`src/rtl/approx_serial_subtractor.sv`:
```
// rtl/approx_serial_subtractor.sv - bit-serial approximate subtractor, LSB first (optional APPROX_ERR_EN exact-compare monitor)
module approx_serial_subtractor #(
    parameter int WIDTH       = 8,
    parameter int APPROX_BITS = 3
) (
    input  logic             clk,
    input  logic             rst_n,
    input  logic             in_valid,
    output logic             in_ready,
    input  logic [WIDTH-1:0] a,
    input  logic [WIDTH-1:0] b,
    output logic             out_valid,
    input  logic             out_ready,
    output logic [WIDTH-1:0] diff,
    output logic             borrow
`ifdef APPROX_ERR_EN
    ,
    output logic             err_flag,
    output logic [15:0]      err_cnt
`endif
);

    localparam int IW = (WIDTH > 1) ? $clog2(WIDTH) : 1;
    localparam logic [IW-1:0] IDX_LAST = IW'(WIDTH - 1);
    // Bit i set => position i uses the approximate cell
    localparam logic [WIDTH-1:0] APPROX_MASK = {WIDTH{1'b1}} >> (WIDTH - APPROX_BITS);

    typedef enum logic [1:0] {IDLE, SHIFT, DONE} state_t;

    state_t           state, state_nx;
    logic [WIDTH-1:0] a_q;
    logic [WIDTH-1:0] nb_q;
    logic [IW-1:0]    idx;
    logic             carry;
    logic             x, y, s, carry_nx;
    logic [WIDTH-1:0] diff_nx;
    logic             accept, last_bit, out_hs;

    assign accept   = (state == IDLE) && in_valid;
    assign last_bit = (state == SHIFT) && (idx == IDX_LAST);
    assign out_hs   = (state == DONE) && out_ready;

    // State register
    always_ff @(posedge clk or negedge rst_n) begin
        if (!rst_n) state <= IDLE;
        else        state <= state_nx;
    end

    // Next-state logic
    always_comb begin
        state_nx = state;
        case (state)
            IDLE:    if (in_valid) state_nx = SHIFT;
            SHIFT:   if (idx == IDX_LAST) state_nx = DONE;
            DONE:    if (out_ready) state_nx = IDLE;
            default: state_nx = IDLE;
        endcase
    end

    // Handshake outputs decoded from state
    always_comb begin
        in_ready  = (state == IDLE);
        out_valid = (state == DONE);
    end

    // Single adder cell: approximate (OR / AND, carry-in ignored) or exact full adder
    always_comb begin
        x = a_q[idx];
        y = nb_q[idx];
        if (APPROX_MASK[idx]) begin
            s        = x | y;
            carry_nx = x & y;
        end else begin
            s        = x ^ y ^ carry;
            carry_nx = (x & y) | (x & carry) | (y & carry);
        end
    end

    // Result with the current bit written in place
    always_comb begin
        diff_nx      = diff;
        diff_nx[idx] = s;
    end

    // Operand capture and serial datapath
    always_ff @(posedge clk or negedge rst_n) begin
        if (!rst_n) begin
            a_q    <= '0;
            nb_q   <= '0;
            idx    <= '0;
            carry  <= 1'b1;
            diff   <= '0;
            borrow <= 1'b0;
        end else if (accept) begin
            a_q   <= a;
            nb_q  <= ~b;
            idx   <= '0;
            carry <= 1'b1;
        end else if (state == SHIFT) begin
            diff  <= diff_nx;
            carry <= carry_nx;
            if (last_bit) begin
                borrow <= ~carry_nx;
                idx    <= '0;
            end else begin
                idx <= idx + 1'b1;
            end
        end
    end

`ifdef APPROX_ERR_EN
    logic [WIDTH:0] exact_q;

    // Exact reference captured at acceptance; flag set as the result completes, counted on handshake
    always_ff @(posedge clk or negedge rst_n) begin
        if (!rst_n) begin
            exact_q  <= '0;
            err_flag <= 1'b0;
            err_cnt  <= '0;
        end else begin
            if (accept)
                exact_q <= {1'b0, a} - {1'b0, b};
            if (last_bit)
                err_flag <= ({~carry_nx, diff_nx} != exact_q);
            if (out_hs && err_flag && (err_cnt != 16'hFFFF))
                err_cnt <= err_cnt + 16'd1;
        end
    end
`endif

endmodule

```
`config.mk`:
```
export PLATFORM = sky130hd
export DESIGN_NAME = approx_serial_subtractor
export DESIGN_NICKNAME = d
export VERILOG_FILES = /design/src/rtl/approx_serial_subtractor.sv
export SDC_FILE = /design/constraint.sdc
export NUM_CORES = 1
export LEC_CHECK = 0
export BUFFER_PORTS_ARGS = -buffer_cell sky130_fd_sc_hd__buf_2
export CAP_MARGIN = 5
export CORE_MARGIN = 2
export CORE_UTILIZATION = 48
export CTS_CLUSTER_DIAMETER = 50
export DETAILED_ROUTE_END_ITERATION = 10
export GPL_TIMING_DRIVEN = 0
export PLACE_DENSITY = 0.78
export SLEW_MARGIN = 10
export SYNTH_ARGS = -nofsm -noshare
export SYNTH_HDL_FRONTEND = slang
export SYNTH_SLANG_ARGS = --single-unit
```
`constraint.sdc`:
```
create_clock -name clk -period 2.4 [get_ports clk]
set_clock_uncertainty 0.15 [all_clocks]
set_input_delay 0.12 -clock clk [delete_from_list [all_inputs] [get_ports clk]]
set_output_delay 0.12 -clock clk [all_outputs]
set_load 0.005 [all_outputs]
```
==> summary.md, run 1 <==
| Metric | Value |
|---|---|
| Status | finished, violations left |
| Failing checks | negative setup slack |
| Count leader, synth | dfrtp_1 |
| Total CTS buffers | 5 |
| CTS tree | built |
| DR iter-0 viols | 19 |
| Clock root cell | clkbuf_4 |
| Initial DRT Pass Iterations | 4 |
| Max clock buf depth | 2 |
| Most frequent cells after synthesis | 30 x dfrtp_1, 13 x mux2_2, 12 x nand2_1 |
| Fin. Hold Viols | 0 |
| Dpl cells | 179 |
| Number of fill cells | 226 |
| Number of synthesized flops with an enable pin | 0 |
| Max_slew headroom | 0.551 |
| Cells along the critical path | buf_6 -> mux4_2 -> mux2i_2 -> inv_2 -> fa_2 -> o21ai_2 -> o31ai_4 -> mux2_4 |
| Setup-failing EPs final | 8 |
| Final WS setup | -0.116 ns |
| Die area | 3570 um^2 |
| Flop and latch count out of synthesis | 31 |
| Critical path's top delay family | multiplexers |
| YS warnings | 0 |
| Avg Cell Area, Syn | 12.8 um^2 |
| Drt total wl | 3200 um |
| RSZ-0062 raised after global routing | true |
| Register area share after synthesis | 0.521 |
| Slowest CP cell | mux4_2 |
| Largest net degree at the start of global routing | 32 |
| CP required | 2.48 ns |
| Placer Congestion | 0.784 |
| Final ANT Viol Nets | 0 |
| Area leader, netlist | dfrtp_1 |
| ANT cells | 0 |
| Initial core utilization | 0.496 |
| IO Port Bufs | 30 |
| Leak pwr | 0.989 nW |
| Worst Path Buf+Inv | 2 |
| Via/cell ratio | 5.22 |
| Core area | 3000 um^2 |
| Least-Margin Pin Slew | 0.674 ns |
| Area growth, synth to finish | 38.7% |
| Post-Synth Simple-Gate Area | 0.0940 |
| Final worst path period share | 1.05 |
| Initial antenna violation count | 0 |
| Vias | 1,122 |
| Top cells by area, synth | dfrtp_1 50%, mux2_2 9.8%, mux4_2 6.0% |
| Largest family of logic cells by synthesized area | multiplexers |
| Pwr/cell area | 1420 nW/um^2 |
| Die Y | 59.7 um |
| Final Max Slew Viols | 0 |
| CTS H-Tree Depth | 2 |
| MaxCap Viol Count | 0 |
| Place WS | -0.269 ns |
| Setup TNS | -0.888 ns |
| Crit start category | flip-flop |
| Multiplexer share of the synthesized area | 0.219 |
| Min Hold Slack | 0.191 ns |
| Cell area after synthesis | 1490 um^2 |
| First-pass GRT wire length | 5200 um |
| Layout cell share with drive strength beyond 1 | 0.451 |
| Max incr delay on CP | 0.54 ns |
| CTS Sinks | 31 |
| CP Data Arrival Time | 2.60 ns |
| Post-Syn Nets | 142 |
| Share of the synthesized area in the top cell type | 0.504 |
| GRT Util Overall | 0.209 |
| Max FO, Critical Path | 8 |
| Top_reg_cell synth | dfrtp_1 |
| Vias in the first global route | 1,142 |
| Multi-input logic area | 698 um^2 |
| Area share of fa/ha/maj cells after synthesis | 0.0554 |
| Grt ovf | 0 |
| Distinct cells, synth | 31 |
| Final core occ | 0.688 |
| XOR/XNOR share of the synthesized area | 0 |
| Synth async-reset ratio | 1.00 |
| Sequential cell area | 778 um^2 |
| Min-Delay Path Class | in -> async |
| Mean routed wirelength per cell | 14.9 um |
| Clock transition at the registers of the reported paths | 0.10 ns |
| Fmax achieved | 0.397 GHz |
| Drt drc | 0 |
| Hpwl dp | 2020 um |
| Post-route minimum period | 2.52 ns |
| Worst setup EP type | flip-flop |
| Crit Path Class | reg -> reg |
| Fin nets | 207 |
| Die Wd | 59.7 um |
| Row count | 20 |
| Syn Inst Count | 116 |
| Largest vdd supply drop | 0.667 mV |
| Non-Filler Instances | 215 |
| Ports | 31 |
| Latest clock arrival within the worst-skew pair | 0.33 ns |
| Area fraction in compound gates after synthesis | 0.0688 |
where the power goes:
group,switching [mW],internal (mW),total (mW)
logic,0.698,0.932,1.63
clock network,0.177,0.172,0.349
registers,0.171,0.789,0.960
total,1.05,1.89,2.94
sequential cells by signal, summed over array words and instances, names as in the netlist:
name    cells
idx         3
carry       1
a_q         8
borrow      1
diff        8
nb_q        8
state       2
routing by layer:
metal / track usage / part of all wire / up-vias
met4: 0.0762 / 0.017 / 0
met2: 0.366 / 0.53 / 30
met5: 0 / 0 / -
met3: 0.0714 / 0.049 / 6
li1: - / - / 542
met1: 0.233 / 0.41 / 544
path summary, 6_finish.rpt:
path / start / slack (ns) / depth (start not counted) / to
setup / recovery: idx[0] / -0.12 / 8 / diff[4]
hold / removal: rst_n / 0.19 / 2 / diff[6]
setup reg to reg: idx[0] / -0.12 / 8 / diff[4]
hold reg to reg: nb_q[0] / 0.35 / 2 / nb_q[0]
max in group asynchronous: rst_n / 1.43 / 2 / idx[1]
min in group clk: nb_q[0] / 0.35 / 2 / nb_q[0]
per-stage QoR:
stage	power (mW)	area, um^2
global placement	2.19	1720
detailed placement	2.27	1720
global route	3.17	2070
CTS	2.86	2050
finish	2.94	2070
floorplan	1.93	1530
repair_timing:
| item | 4_1_cts | 5_1_grt |
|---|---|---|
| resized for setup | 5 | 5 |
| hold buffers | 19 | 0 |
| endpoints found under the setup margin | 9 | 10 |
| setup buffers | 9 | 0 |
| hold endpoints to repair | 48 | 0 |
final cells by class:
type,instances,area share
plain buffers,6,0.0260
multi-input cells,74,0.338
clock buffers,8,0.0333
flip-flops and latches,31,0.377
repair buffers,58,0.197
well taps,33,0.0200
inverters,5,0.00908
kinds of logic after synthesis:
group,after synthesis
compound gates,17
fa+ha+maj,6
buf+inv,11
flops,31
mux,24
simple gates,27
cells in the final DEF (no fill, tap or decap), drive strengths merged, types with 2 or more instances in the layout:
cell,n
nor2,3
dfrtp,30
o21ai,10
mux2,17
clkbuf,9
nand3b,3
a21oi,2
nand2,12
buf,44
inv,5
mux2i,3
mux4,4
nor3b,3
dlygate4sd3,19
ha,5
(Power assumes the default switching activity.)
==> run 2, diff against run 1 <==
CORE_UTILIZATION = 55   (was 48)
PLACE_DENSITY = 0.84   (was 0.78)
clock period = 2.9 ns   (was 2.4 ns; I/O delays follow)
==> run 2 against run 1 <==
The run now ends clean. Critical path depth stayed put. Die area is 12% lower. Flip-flop and latch count stayed put. Critical path type unchanged.
==> summary.md, run 2 (same netlist as run 1, synthesis figures left out) <==
| Metric | Value |
|---|---|
| Vias in the first global route | 1,189 (was 1,142) |
| Initial core utilization | 0.591 (was 0.496) |
| Crit Path Class | reg -> reg (unchanged) |
| Drt total wl | 3080 um (was 3200 um) |
| Worst R2R Start | idx[0] (unchanged) |
| Fin nets | 197 (was 207) |
| Largest registers | a_q x8, diff x8, nb_q x8 (unchanged) |
| Final ANT Viol Nets | 0 (unchanged) |
| Die area | 3140 um^2 (was 3570 um^2) |
| Pwr/cell area | 1100 nW/um^2 (was 1420 nW/um^2) |
| Via/cell ratio | 5.52 (was 5.22) |
| Largest vdd supply drop | 0.798 mV (was 0.667 mV) |
| Max clock buf depth | 2 (unchanged) |
| GRT Util Overall | 0.232 (was 0.209) |
| CP Data Arrival Time | 2.82 ns (was 2.60 ns) |
| Status | complete, no violations (was finished, violations left) |
| Drt drc | 0 (unchanged) |
| Worst setup EP type | flip-flop (unchanged) |
| Placer Congestion | 0.815 (was 0.784) |
| Commonest non-fill, non-tap cells in the layout | 31 x buf_2, 30 x dfrtp_1, 18 x dlygate4sd3_1 (was 31 x buf_2, 29 x dfrtp_1, 19 x dlygate4sd3_1) |
| CTS tree | built (unchanged) |
| Dpl cells | 176 (was 179) |
| Critical path's top delay family | multiplexers (unchanged) |
| Fin. Hold Viols | 0 (unchanged) |
| Die Y | 56.1 um (was 59.7 um) |
| Post-CTS Setup Repair Bufs | 0 (was 9) |
| Non-Filler Instances | 202 (was 215) |
| Most common cell after layout, fill and taps aside | buf_2 (unchanged) |
| R2R Setup Slk | 0.16 ns (was -0.12 ns) |
| Setup TNS | 0 ns (was -0.888 ns) |
| Cells along the critical path | buf_4 -> mux4_2 -> mux2i_2 -> inv_1 -> fa_1 -> o21ai_0 -> o31ai_2 -> mux2_2 (was buf_6 -> mux4_2 -> mux2i_2 -> inv_2 -> fa_2 -> o21ai_2 -> o31ai_4 -> mux2_4) |
| CTS H-Tree Depth | 2 (unchanged) |
| Worst path depth | 8 (unchanged) |
| Least-Margin Pin Slew | 0.660 ns (was 0.674 ns) |
| Min-Delay Path Class | in -> reg (was in -> async) |
| Die Wd | 56.1 um (was 59.7 um) |
| MaxCap Viol Count | 0 (unchanged) |
| Worst Setup EP | diff[5] (was diff[4]) |
| Clock transition at the registers of the reported paths | 0.10 ns (about the same) |
| Slowest CP cell | mux4_2 (unchanged) |
| Largest net degree at the start of global routing | 32 (unchanged) |
| IO Port Bufs | 30 (unchanged) |
| Layout cell share with drive strength beyond 1 | 0.390 (was 0.451) |
| Crit start category | flip-flop (unchanged) |
| Post-route minimum period | 2.74 ns (was 2.52 ns) |
| Ports | 31 (unchanged) |
| Worst Path Buf+Inv | 2 (unchanged) |
| Hold Path Cell Cnt | 3 |
| Worst R2R End | diff[5] (was diff[4]) |
| Grt ovf | 0 (unchanged) |
| ANT cells | 0 (unchanged) |
| CP required | 2.98 ns (was 2.48 ns) |
| Final Max Slew Viols | 0 (unchanged) |
| Max FO, Critical Path | 9 (was 8) |
| Initial antenna violation count | 0 (unchanged) |
| Initial DRT Pass Iterations | 6 (was 4) |
| Max_slew headroom | 0.560 (was 0.551) |
| Core area | 2520 um^2 (was 3000 um^2) |
| R2R depth | 8 (unchanged) |
| Max incr delay on CP | 0.54 ns (about the same) |
| Latest clock arrival within the worst-skew pair | 0.34 ns (was 0.33 ns) |
| Total CTS buffers | 5 (unchanged) |
| Mean routed wirelength per cell | 15.3 um (was 14.9 um) |
| Hpwl dp | 2020 um (about the same) |
| Leak pwr | 0.936 nW (was 0.989 nW) |
| Vias | 1,115 (was 1,122) |
| Final worst path period share | 0.946 (was 1.05) |
| Fmax achieved | 0.365 GHz (was 0.397 GHz) |
| Number of fill cells | 154 (was 226) |
| Area growth, synth to finish | 31.6% (was 38.7%) |
| Row count | 18 (was 20) |
| CTS Sinks | 31 (unchanged) |
| Pwr Total | 2.16 mW (was 2.94 mW) |
| DR iter-0 viols | 17 (was 19) |
| Clock root cell | clkbuf_4 (unchanged) |
| Worst Setup SP | idx[0] (unchanged) |
| First-pass GRT wire length | 5400 um (was 5200 um) |
| Setup-failing EPs final | 0 (was 8) |
## run 2: area by class of cell
cell class | count | area (um^2) | share of cell area
clock buffer | 6 | 51.3 | 0.0262
sequential | 31 | 777 | 0.396
buffer | 6 | 46.3 | 0.0236
multi-input combinational | 74 | 664 | 0.339
clock inverter | 2 | 35.0 | 0.0179
timing repair buffer | 48 | 330 | 0.168
inverter | 5 | 18.8 | 0.00957
tap | 30 | 37.5 | 0.0191
## run 2: how the worst min path moves through the flow
stage	end	slack (ns)	from
2_1_floorplan	a_q[0]	-0.30	rst_n
3_3_place_gp	borrow	0.05	rst_n
3_5_place_dp	diff[2]	0.07	rst_n
4_1_cts	idx[0]	0.05	in_valid
5_1_grt	state[0]	0.12	in_valid
6_report	state[0]	0.07	in_valid
## run 2: report_power, final
part	internal (mW)	total, mW	switching, mW
sequential	0.651	0.788	0.137
combinational	0.539	1.02	0.482
clock	0.204	0.351	0.148
## run 2: timing repair
item / in CTS / in global routing
endpoints found under the hold margin: 47 / 0
setup endpoints to repair: 8 / 8
gates resized for setup: 1 / 5
hold buffers: 18 / 0
## run 2: worst register-to-register path, delay by kind of cell (launching register included)
| family | cells | cell delay, ns |
|---|---|---|
| compound gates | 2 | 0.26 |
| fa+ha+maj | 1 | 0.47 |
| buf+inv | 2 | 0.32 |
| flops | 1 | 0.40 |
| mux | 3 | 1.05 |
## run 2: per-layer routing
layer  routed length (um)  part of all wire  track usage
met1                 1160              0.38        0.249
met2                 1680              0.54        0.390
met3                  197             0.064        0.100
met4                   48             0.016        0.116
met5                    0                 0            0
## run 2: per-stage QoR
step | utilization | hold slack [ns] | setup slack, ns | cell area (um^2)
final | 0.777 | 0.0679 | 0.157 | 1960
after global routing | 0.777 | 0.115 | -0.00884 | 1960
after CTS | 0.771 | 0.0491 | 0.00457 | 1950
after detailed placement | 0.665 | 0.0712 | -0.0396 | 1680
after global placement | 0.665 | 0.0486 | 0.0487 | 1680
after floorplan | - | -0.301 | 0.328 | 1490
